===== config.mk =====
export PLATFORM = sky130hd
export DESIGN_NAME = storage_bank_arbiter_flat
export DESIGN_NICKNAME = d
export VERILOG_FILES = /design/src/rtl/storage_bank_arbiter_if.sv /design/src/rtl/storage_bank_arbiter.sv /design/src/flat_wrapper.sv
export SDC_FILE = /design/constraint.sdc
export NUM_CORES = 1
export LEC_CHECK = 0
export CORE_UTILIZATION = 45
export DETAILED_ROUTE_END_ITERATION = 16
export HOLD_SLACK_MARGIN = 0.02
export PLACE_DENSITY = 0.88
export SYNTH_ARGS = -nofsm -noshare
export SYNTH_HDL_FRONTEND = slang
export SYNTH_SLANG_ARGS = --single-unit

===== constraint.sdc =====
create_clock -name clk -period 2.8 [get_ports clk]
set_input_delay 0.56 -clock clk [delete_from_list [all_inputs] [get_ports clk]]
set_output_delay 0.56 -clock clk [all_outputs]
set_load 0.02 [all_outputs]

===== src/rtl/storage_bank_arbiter_if.sv =====
// Write/read bus between the requesters and storage_bank_arbiter.
//   master : requester side; drives req, wr_addr, wr_data and rd_addr,
//            and observes gnt, gnt_id, busy, wr_cnt and rd_data.
//   slave  : arbiter side (mirror of master).
// Parameters must match those of the storage_bank_arbiter instance.
interface storage_bank_arbiter_if #(
  parameter int unsigned NREQ = 3,
  parameter int unsigned DW   = 8,
  parameter int unsigned AW   = 2,
  parameter int unsigned CW   = 8
);
  localparam int unsigned IDW = $clog2(NREQ);

  logic [NREQ-1:0]    req;
  logic [NREQ*AW-1:0] wr_addr;
  logic [NREQ*DW-1:0] wr_data;
  logic [NREQ-1:0]    gnt;
  logic [IDW-1:0]     gnt_id;
  logic               busy;
  logic [CW-1:0]      wr_cnt;
  logic [AW-1:0]      rd_addr;
  logic [DW-1:0]      rd_data;

  modport master (
    output req, wr_addr, wr_data, rd_addr,
    input  gnt, gnt_id, busy, wr_cnt, rd_data
  );

  modport slave (
    input  req, wr_addr, wr_data, rd_addr,
    output gnt, gnt_id, busy, wr_cnt, rd_data
  );
endinterface


===== src/rtl/storage_bank_arbiter.sv =====
// Round-robin arbiter owning the only write path into a 2**AW x DW register
// bank shared by NREQ requesters. At most one write per clock edge; the
// winner gets a registered one-hot grant for the following cycle.
//   clk     : rising-edge clock
//   rst_n   : asynchronous active-low reset (clears bank and all outputs)
//   bus     : slave side of storage_bank_arbiter_if
//             req/wr_addr/wr_data : per-requester write requests (flattened)
//             gnt/gnt_id/busy     : registered grant, last winner, write flag
//             wr_cnt              : registered write count, wraps silently
//             rd_addr/rd_data     : combinational read port
module storage_bank_arbiter #(
  parameter int unsigned NREQ = 3,
  parameter int unsigned DW   = 8,
  parameter int unsigned AW   = 2,
  parameter int unsigned CW   = 8
) (
  input  logic                  clk,
  input  logic                  rst_n,
  storage_bank_arbiter_if.slave bus
);
  localparam int unsigned IDW   = $clog2(NREQ);
  localparam int unsigned DEPTH = 1 << AW;

  logic [DW-1:0]   bank [DEPTH];
  logic [NREQ-1:0] gnt_q;
  logic [IDW-1:0]  gnt_id_q;
  logic            busy_q;
  logic [CW-1:0]   wr_cnt_q;
  logic [IDW-1:0]  ptr_q;

  logic [NREQ-1:0] elig;
  logic            found;
  logic [IDW-1:0]  win;
  logic [IDW-1:0]  idx;
  logic [AW-1:0]   sel_addr;
  logic [DW-1:0]   sel_data;
  logic [IDW-1:0]  ptr_nxt;

  // The lane granted last cycle sits out one arbitration so a req still
  // held during its grant cycle is not written twice.
  assign elig = bus.req & ~gnt_q;

  // Rotating priority search starting at ptr_q.
  always_comb begin
    found = 1'b0;
    win   = '0;
    idx   = '0;
    for (int unsigned k = 0; k < NREQ; k++) begin
      idx = IDW'((32'(ptr_q) + k) % NREQ);
      if (!found && elig[idx]) begin
        found = 1'b1;
        win   = idx;
      end
    end
  end

  // Winner's address/data mux; other lanes never reach the bank.
  always_comb begin
    sel_addr = '0;
    sel_data = '0;
    for (int unsigned i = 0; i < NREQ; i++) begin
      if (win == IDW'(i)) begin
        sel_addr = bus.wr_addr[i*AW +: AW];
        sel_data = bus.wr_data[i*DW +: DW];
      end
    end
  end

  assign ptr_nxt = (win == IDW'(NREQ - 1)) ? '0 : win + IDW'(1);

  // Bank storage.
  always_ff @(posedge clk or negedge rst_n) begin
    if (!rst_n) begin
      for (int i = 0; i < int'(DEPTH); i++) begin
        bank[i] <= '0;
      end
    end else if (found) begin
      bank[sel_addr] <= sel_data;
    end
  end

  // Grant, pointer and counter state.
  always_ff @(posedge clk or negedge rst_n) begin
    if (!rst_n) begin
      gnt_q    <= '0;
      gnt_id_q <= '0;
      busy_q   <= 1'b0;
      wr_cnt_q <= '0;
      ptr_q    <= '0;
    end else if (found) begin
      gnt_q    <= NREQ'(1) << win;
      gnt_id_q <= win;
      busy_q   <= 1'b1;
      wr_cnt_q <= wr_cnt_q + CW'(1);
      ptr_q    <= ptr_nxt;
    end else begin
      gnt_q  <= '0;
      busy_q <= 1'b0;
    end
  end

  assign bus.gnt     = gnt_q;
  assign bus.gnt_id  = gnt_id_q;
  assign bus.busy    = busy_q;
  assign bus.wr_cnt  = wr_cnt_q;
  assign bus.rd_data = bank[bus.rd_addr];
endmodule


===== src/flat_wrapper.sv =====
// flat-port wrapper written by rule: the top's interface ports become plain ports
module storage_bank_arbiter_flat 
#(
  parameter int unsigned NREQ = 3,
  parameter int unsigned DW   = 8,
  parameter int unsigned AW   = 2,
  parameter int unsigned CW   = 8
)
  (clk, rst_n, bus_req, bus_wr_addr, bus_wr_data, bus_rd_addr, bus_gnt, bus_gnt_id, bus_busy, bus_wr_cnt, bus_rd_data);
  storage_bank_arbiter_if #(.NREQ(NREQ), .DW(DW), .AW(AW), .CW(CW)) bus_i ();
  input  logic clk;
  input  logic rst_n;
  input wire logic [$bits(bus_i.req)-1:0] bus_req;
  input wire logic [$bits(bus_i.wr_addr)-1:0] bus_wr_addr;
  input wire logic [$bits(bus_i.wr_data)-1:0] bus_wr_data;
  input wire logic [$bits(bus_i.rd_addr)-1:0] bus_rd_addr;
  output wire logic [$bits(bus_i.gnt)-1:0] bus_gnt;
  output wire logic [$bits(bus_i.gnt_id)-1:0] bus_gnt_id;
  output wire logic [$bits(bus_i.busy)-1:0] bus_busy;
  output wire logic [$bits(bus_i.wr_cnt)-1:0] bus_wr_cnt;
  output wire logic [$bits(bus_i.rd_data)-1:0] bus_rd_data;
  assign bus_i.req = bus_req;
  assign bus_i.wr_addr = bus_wr_addr;
  assign bus_i.wr_data = bus_wr_data;
  assign bus_i.rd_addr = bus_rd_addr;
  assign bus_gnt = bus_i.gnt;
  assign bus_gnt_id = bus_i.gnt_id;
  assign bus_busy = bus_i.busy;
  assign bus_wr_cnt = bus_i.wr_cnt;
  assign bus_rd_data = bus_i.rd_data;
  storage_bank_arbiter #(.NREQ(NREQ), .DW(DW), .AW(AW), .CW(CW)) u_core (.clk(clk), .rst_n(rst_n), .bus(bus_i));
endmodule

==> results of run 1 <==
flip-flops by register name, summed over array words and instances (netlist names):
register and count:
u_core.bank 32, u_core.bus.busy 1, u_core.bus.gnt 3, u_core.bus.gnt_id 2
u_core.bus.wr_cnt 8, u_core.ptr_q 2
per-layer routing:
metal / routed length, um / vias to the layer above
met5: 0 / -
met4: 191 / 0
met3: 298 / 18
met2: 2770 / 71
met1: 2320 / 928
li1: - / 859
worst max-delay path by stage:
stage,start,to
detailed placement,bus_req[1],u_core.bank[20]
finish,u_core.ptr_q[1],u_core.bank[11]
CTS,u_core.ptr_q[0],u_core.bank[20]
floorplan,u_core.ptr_q[0],u_core.bank[16]
global route,u_core.ptr_q[1],u_core.bank[8]
global placement,bus_req[1],u_core.bank[21]
power breakdown:
part	internal (uW)	leakage, uW	switching [uW]
sequential	1070	0.000583	227
clock	201	0.0000445	225
combinational	1580	0.000872	1460
cells in the mapped netlist, types with 2 or more instances:
cell / number
a21o_1: 4
a21oi_1: 3
a22oi_1: 8
buf_4: 2
clkbuf_1: 3
dfrtp_1: 48
ha_1: 5
inv_1: 5
mux2_1: 8
mux2_2: 16
mux2_4: 8
mux4_2: 8
nand2_1: 25
nand3b_1: 2
nand4_1: 3
nor2_1: 4
nor2b_1: 7
nor3_2: 2
nor3b_1: 2
o21ai_1: 2
xnor2_1: 5
xor2_1: 2
layout make-up:
cell class | instances | area [um^2]
flip-flops and latches | 48 | 1200
repair buffers | 81 | 754
clock buffers | 7 | 86.3
clock inverters | 1 | 7.51
inverters | 6 | 22.5
multi-input cells | 131 | 1230
fillers | 362 | 1780
well taps | 70 | 87.6
kinds of logic (layout without fill, tap and decap cells):
group                      after synthesis  in the layout  share of synthesized area (%)
AOI/OAI and AO/OA                       24             24                           7.74
xor gates and xnor gates                 7              7                           2.50
adders and majority gates                5              5                           2.55
buffers and inverters                   13             95                           2.34
DFF                                     48             48                           48.9
muxes                                   41             41                           23.6
and+or+nand+nor                         54             54                           12.3
through the flow:
stage                     total power, uW  cell area [um^2]  TNS [ns]
after CTS                            4650              3340         0
after detailed placement             4240              3250     -5.11
after floorplan                      3210              2460         0
after global placement               4130              3250     -3.77
after global routing                 5100              3390    -0.612
final                                4770              3390         0
what timing repair did:
action                                  in CTS  in global routing
resized for setup                           10                 11
setup buffers                                0                  2
pin swaps                                    1                  5
endpoints found under the setup margin      29                 32
cloned                                       0                  0
==> metrics, run 1 <==
outcome complete, no violations; fin util 65.6%; # nets final 315; largest net degree at the start of global routing 49; flop-to-flop setup slack 0.07 ns; DRT antenna net count 0; worst path bufs/invs 2; Tcrit/Tclk final 97.6%; Die Height 75.9 um; Yosys reg bits 48; detailed-route wire length per cell 16.2 um; core area 0.00517 mm^2; clk sink count 48; met1 Usage GRT 27.4%; CTS clk-pin slew, worst paths 0.09 ns; Initial DRT Pass Iterations 6; drt drc 0; # setup viols final 0; GRT busiest layer met2; max-cap viol count 0; Largest stage delay, worst path 0.42 ns; cells along the critical path inv_1 > ha_2 > nor2b_2 > a221o_1 > a32o_2 > a22o_1 > o21ai_1 > nor2b_2 > buf_4 > mux2_4; DRT Wirelength 5590 um; post-synthesis async set-or-reset flop share 100%; Placed Instances 334; ratio of cells with drive above 1 in the final layout 29.6%; first-pass GRT wire length 8800 um; Post-Synthesis Cells 192; met2 usage 33.6%; All-Layer GR Usage 21.2%; Slew HR 61.7%; Starting Density 47.5%; Worst Path Required 3.00 ns; CP top delay family compound AO/OA/AOI/OAI gates; Yosys top cell area share 48.9%; Slew @ Worst Pin 0.574 ns; Primary FF master, synth dfrtp_1; final max-slew violation count 0; Critical Path Stages 10; fin cells 344; min cycle time layout 2.73 ns; FF-to-FF path depth 10; DP Worst Slack -0.223 ns; Final GP Congestion 0.949; Reg-to-Reg End u_core.bank[11]; # H-tree levels 2; Mapped Nets 234; Hold Crit Class primary input to async pin; Avg Vias per Cell 5.45; Worst Path Max Fanout 4; FP Rows 26; clock buffer depth 2; Critical-path top delay cell dfrtp_2; Mapped Area 0.00246 mm^2; Hold Worst Slack 0.333 ns; PortBufs 58; met3 usage 5.56%; Avg Cell Area, Syn 12.8 um^2; Fmax 366 MHz; CTS tree built; sequential share of the synthesized area 48.9%; clk root buf clkbuf_8; cts hold-fix bufs 0; critical path class flop to flop; DPL Wire Length 4030 um; EDFF count, synth 0; total CTS buffers 5; CP Capture Type flop; RR Startpoint u_core.ptr_q[1]; area leader, netlist dfrtp_1; initial antenna violation count 0; crit start category flop; synth unique cells 42; most frequent cells in the layout clkdlybuf4s50_1, dfrtp_1, nand2_1; Leakage Power 0.00150 uW; routed via count 1876; Hold Fails Final Rpt 0; skew final 0.00765 ns; aggregate global routing overflow 0; Critical Path AT 2.93 ns; Die Wd 75.9 um; Top Ports 59; peak supply drop 0.000730 V; full die area 0.00576 mm^2; cell mode on critical path nor2b_2; Synthesis Warnings 0; Ant. Diodes 0; vias in the first global route 1857; commonest non-fill, non-tap cell in the layout clkdlybuf4s50_1; 1st-iter DRT viols 105; Area Overhead vs Synth 38.1%; Clk Latency, worst-skew pair 0.31 ns; pwr/cell area 1400 mW/mm^2; top cells by area, synth dfrtp_1, mux2_2, mux4_2, mux2_4, nand2_1; final worst slack 0.0668 ns
Power figures use the tool's default switching activity.
==> run 2: changes to the inputs <==
--- a/config.mk
+++ b/config.mk
@@ -5,10 +5,11 @@
 export SDC_FILE = /design/constraint.sdc
 export NUM_CORES = 1
 export LEC_CHECK = 0
-export CORE_UTILIZATION = 45
+export ABC_AREA = 1
+export CORE_UTILIZATION = 46
 export DETAILED_ROUTE_END_ITERATION = 16
 export HOLD_SLACK_MARGIN = 0.02
-export PLACE_DENSITY = 0.88
+export PLACE_DENSITY = 0.89
 export SYNTH_ARGS = -nofsm -noshare
 export SYNTH_HDL_FRONTEND = slang
 export SYNTH_SLANG_ARGS = --single-unit
==> run 2 against run 1 <==
Area after synthesis increased by 7.7%. Critical path depth fell by 5. Utilization is 3.4 points lower. Final cell count increased by 40%. Sequential share of layout area shrank 0.60 points. Die area rose by 5.2%. Maximum frequency increased by 2.1%. Non-clock buffer count fell by 11. Wire length increased by 15%. Setup slack better by 0.058 ns. Critical path type is now primary input to output port. Highest routed layer unchanged.
==> metrics, run 2 <==
Worst Path Required 2.24 ns (-0.76 ns); CTS tree built; drt drc 0 (unchanged); min cycle time layout 2.68 ns (-0.0575 ns); Starting Density 47.7% (+0.26 points); CP top delay family buffers and inverters; RSZ-0062 raised after global routing false; vias in the first global route 2405 (+30%); Hold Fails Final Rpt 0 (unchanged); Synthesis Warnings 0 (unchanged); Commonest cells post-synth nand2_1, dfrtp_1, nand3_1, o21ai_0, inv_1; Tcrit/Tclk final 95.6% (-2.1 points); FP Rows 27 (+3.8%); clk sink count 48 (unchanged); detailed-route wire length per cell 13.4 um (-17%); fin util 62.2% (-3.4 points); Ant. Diodes 0 (unchanged); # setup viols final 0 (unchanged); Avg Cell Area, Syn 7.80 um^2 (-39%); EDFF count, synth 0 (unchanged); commonest non-fill, non-tap cell in the layout nand2_1; 1st-iter DRT viols 150 (+43%); critical path class primary input to output port; final worst slack 0.124 ns (+0.0575 ns); post-synthesis async set-or-reset flop share 100% (unchanged); final max-slew violation count 0 (unchanged); # nets final 449 (+43%); Fmax 374 MHz (+2.1%); CTS clk-pin slew, worst paths 0.09 ns (about the same); DRT antenna net count 0 (unchanged); Post-Synthesis Cells 339 (+77%); Critical Path AT 2.12 ns (-0.81 ns); PortBufs 58 (unchanged); routed via count 2574 (+37%); Primary FF master, synth dfrtp_1; worst path bufs/invs 3 (+1); DRT Wirelength 6430 um (+15%); Area Overhead vs Synth 30.3%; outcome complete, no violations; fill count 491 (+36%); Worst Path Max Fanout 9 (+5); Mapped Area 0.00265 mm^2 (+7.7%); Slew HR 61.0% (-0.69 points); Mapped Nets 381 (+63%); Slew @ Worst Pin 0.584 ns (+0.0103 ns); setup_tns 0 ns (unchanged); largest net degree at the start of global routing 49 (unchanged); Top Ports 59 (unchanged); Hold Crit Class primary input to async pin; most frequent cells in the layout nand2_1, clkdlybuf4s50_1, dfrtp_1; sequential share of the synthesized area 45.4% (-3.5 points); Die Wd 77.8 um (+2.6%); clk root buf clkbuf_8; DPL Wire Length 5020 um (+25%); crit start category primary input; Setup Buffers After CTS 0 (unchanged); max-cap viol count 0 (unchanged); full die area 0.00606 mm^2 (+5.2%); Placed Area 0.00335 mm^2 (+3.0%); Yosys reg bits 48 (unchanged); Initial DRT Pass Iterations 5 (-1); cell mode on critical path clkdlybuf4s50_1; Yosys top cell area share 45.4% (-3.5 points); cts hold-fix bufs 0 (unchanged); DP Worst Slack 0.137 ns (+0.360 ns); initial antenna violation count 0 (unchanged); synth unique cells 26 (-38%); Die Height 77.8 um (+2.6%); top-count cell post-synth nand2_1; Resized Gates After CTS 0 (-10); ratio of cells with drive above 1 in the final layout 10.3% (-19 points); Critical-path top delay cell clkdlybuf4s50_1; # H-tree levels 2 (unchanged); top cells by area, synth dfrtp_1, nand2_1, nand3_1, o21ai_0, inv_1; Largest stage delay, worst path 0.63 ns (+0.21 ns); clock buffer depth 2 (unchanged); Avg Vias per Cell 5.36 (-1.7%); CP Capture Type output port; sequential cell area 0.00120 mm^2 (-0.10%); Clk Latency, worst-skew pair 0.31 ns (about the same); skew final 0.0115 ns (+0.00387 ns); All-Layer GR Usage 23.1% (+1.9 points); max reg flops 32 (unchanged); area leader, netlist dfrtp_1; Reg with most FFs u_core.bank; total CTS buffers 5 (unchanged); Multi-input gate area 0.00128 mm^2 (+4.4%); aggregate global routing overflow 0 (unchanged); post-route cell area 0.00345 mm^2 (+1.6%); core area 0.00554 mm^2 (+7.1%); cells along the critical path clkdlybuf4s50_1 > buf_4 > o21ai_0 > o22ai_1 > clkdlybuf4s50_1; Final GP Congestion 0.890 (-6.2%); first-pass GRT wire length 10900 um (+24%)
run 2: cell count changes in the layout (fill, tap and decap cells not counted), moves of 10 or more:
cell	previous run	this run
inv_1	4	23
buf_4	21	11
nor2_1	4	21
nand2_1	25	115
mux2_2	16	0
o21ai_0	1	25
nand3_1	0	45
run 2: cell type report:
class                   instances  area share (%)
clock buffers                   5            2.00
multi-input cells             256            37.3
flip-flops and latches         48            34.8
well taps                      72            2.61
clock inverters                 3           0.762
inverters                      26            2.83
repair buffers                 70            19.7
run 2: final timing paths:
path	start	endpoint	slack [ns]	depth (start not counted)
setup / recovery	bus_rd_addr[0]	bus_rd_data[0]	0.12	5
setup reg to reg	u_core.ptr_q[0]	u_core.bank[26]	0.36	14
hold / removal	rst_n	u_core.bank[24]	0.33	2
hold reg to reg	u_core.bus.wr_cnt[7]	u_core.bus.wr_cnt[7]	0.47	1
max in group asynchronous	rst_n	u_core.ptr_q[1]	2.07	2
min in group clk	u_core.bus.wr_cnt[7]	u_core.bus.wr_cnt[7]	0.47	1
run 2: through the flow:
| step | instances | hold WS, ns |
|---|---|---|
| 2_1_floorplan | 339 | 0.264 |
| 3_3_place_gp | 472 | 0.462 |
| 3_5_place_dp | 472 | 0.464 |
| 4_1_cts | 480 | 0.352 |
| 5_1_grt | 480 | 0.376 |
| 6_report | 480 | 0.332 |
run 2: kinds of logic after synthesis:
| group | synth area share (%) |
|---|---|
| buf+inv | 6.01 |
| xor+xnor | 2.32 |
| flops | 45.4 |
| simple gates | 34.8 |
| compound gates | 9.08 |
| fa+ha+maj | 2.37 |
run 2: worst reg2reg max path, delay by kind of cell (launching register included):
family	cells	cell delay, ns
AO/OA/AOI/OAI	1	0.06
AND/OR/NAND/NOR	9	1.15
flip-flops	1	0.38
buffers and inverters	3	0.37
adder cells (fa/ha/maj)	1	0.38
run 2: per-layer routing:
layer | global-route usage (%) | up-vias | routed length, um | part of all wire, %
met5 | 0 | - | 0 | 0
met1 | 30.4 | 1203 | 2740 | 43
li1 | - | 1247 | - | -
met3 | 3.65 | 15 | 403 | 6.3
met2 | 37.9 | 109 | 3120 | 49
met4 | 9.25 | 0 | 167 | 2.6
Power of run 2 is not shown: default switching activity piles up to over one toggle a cycle in this logic, so the estimate is an artifact.
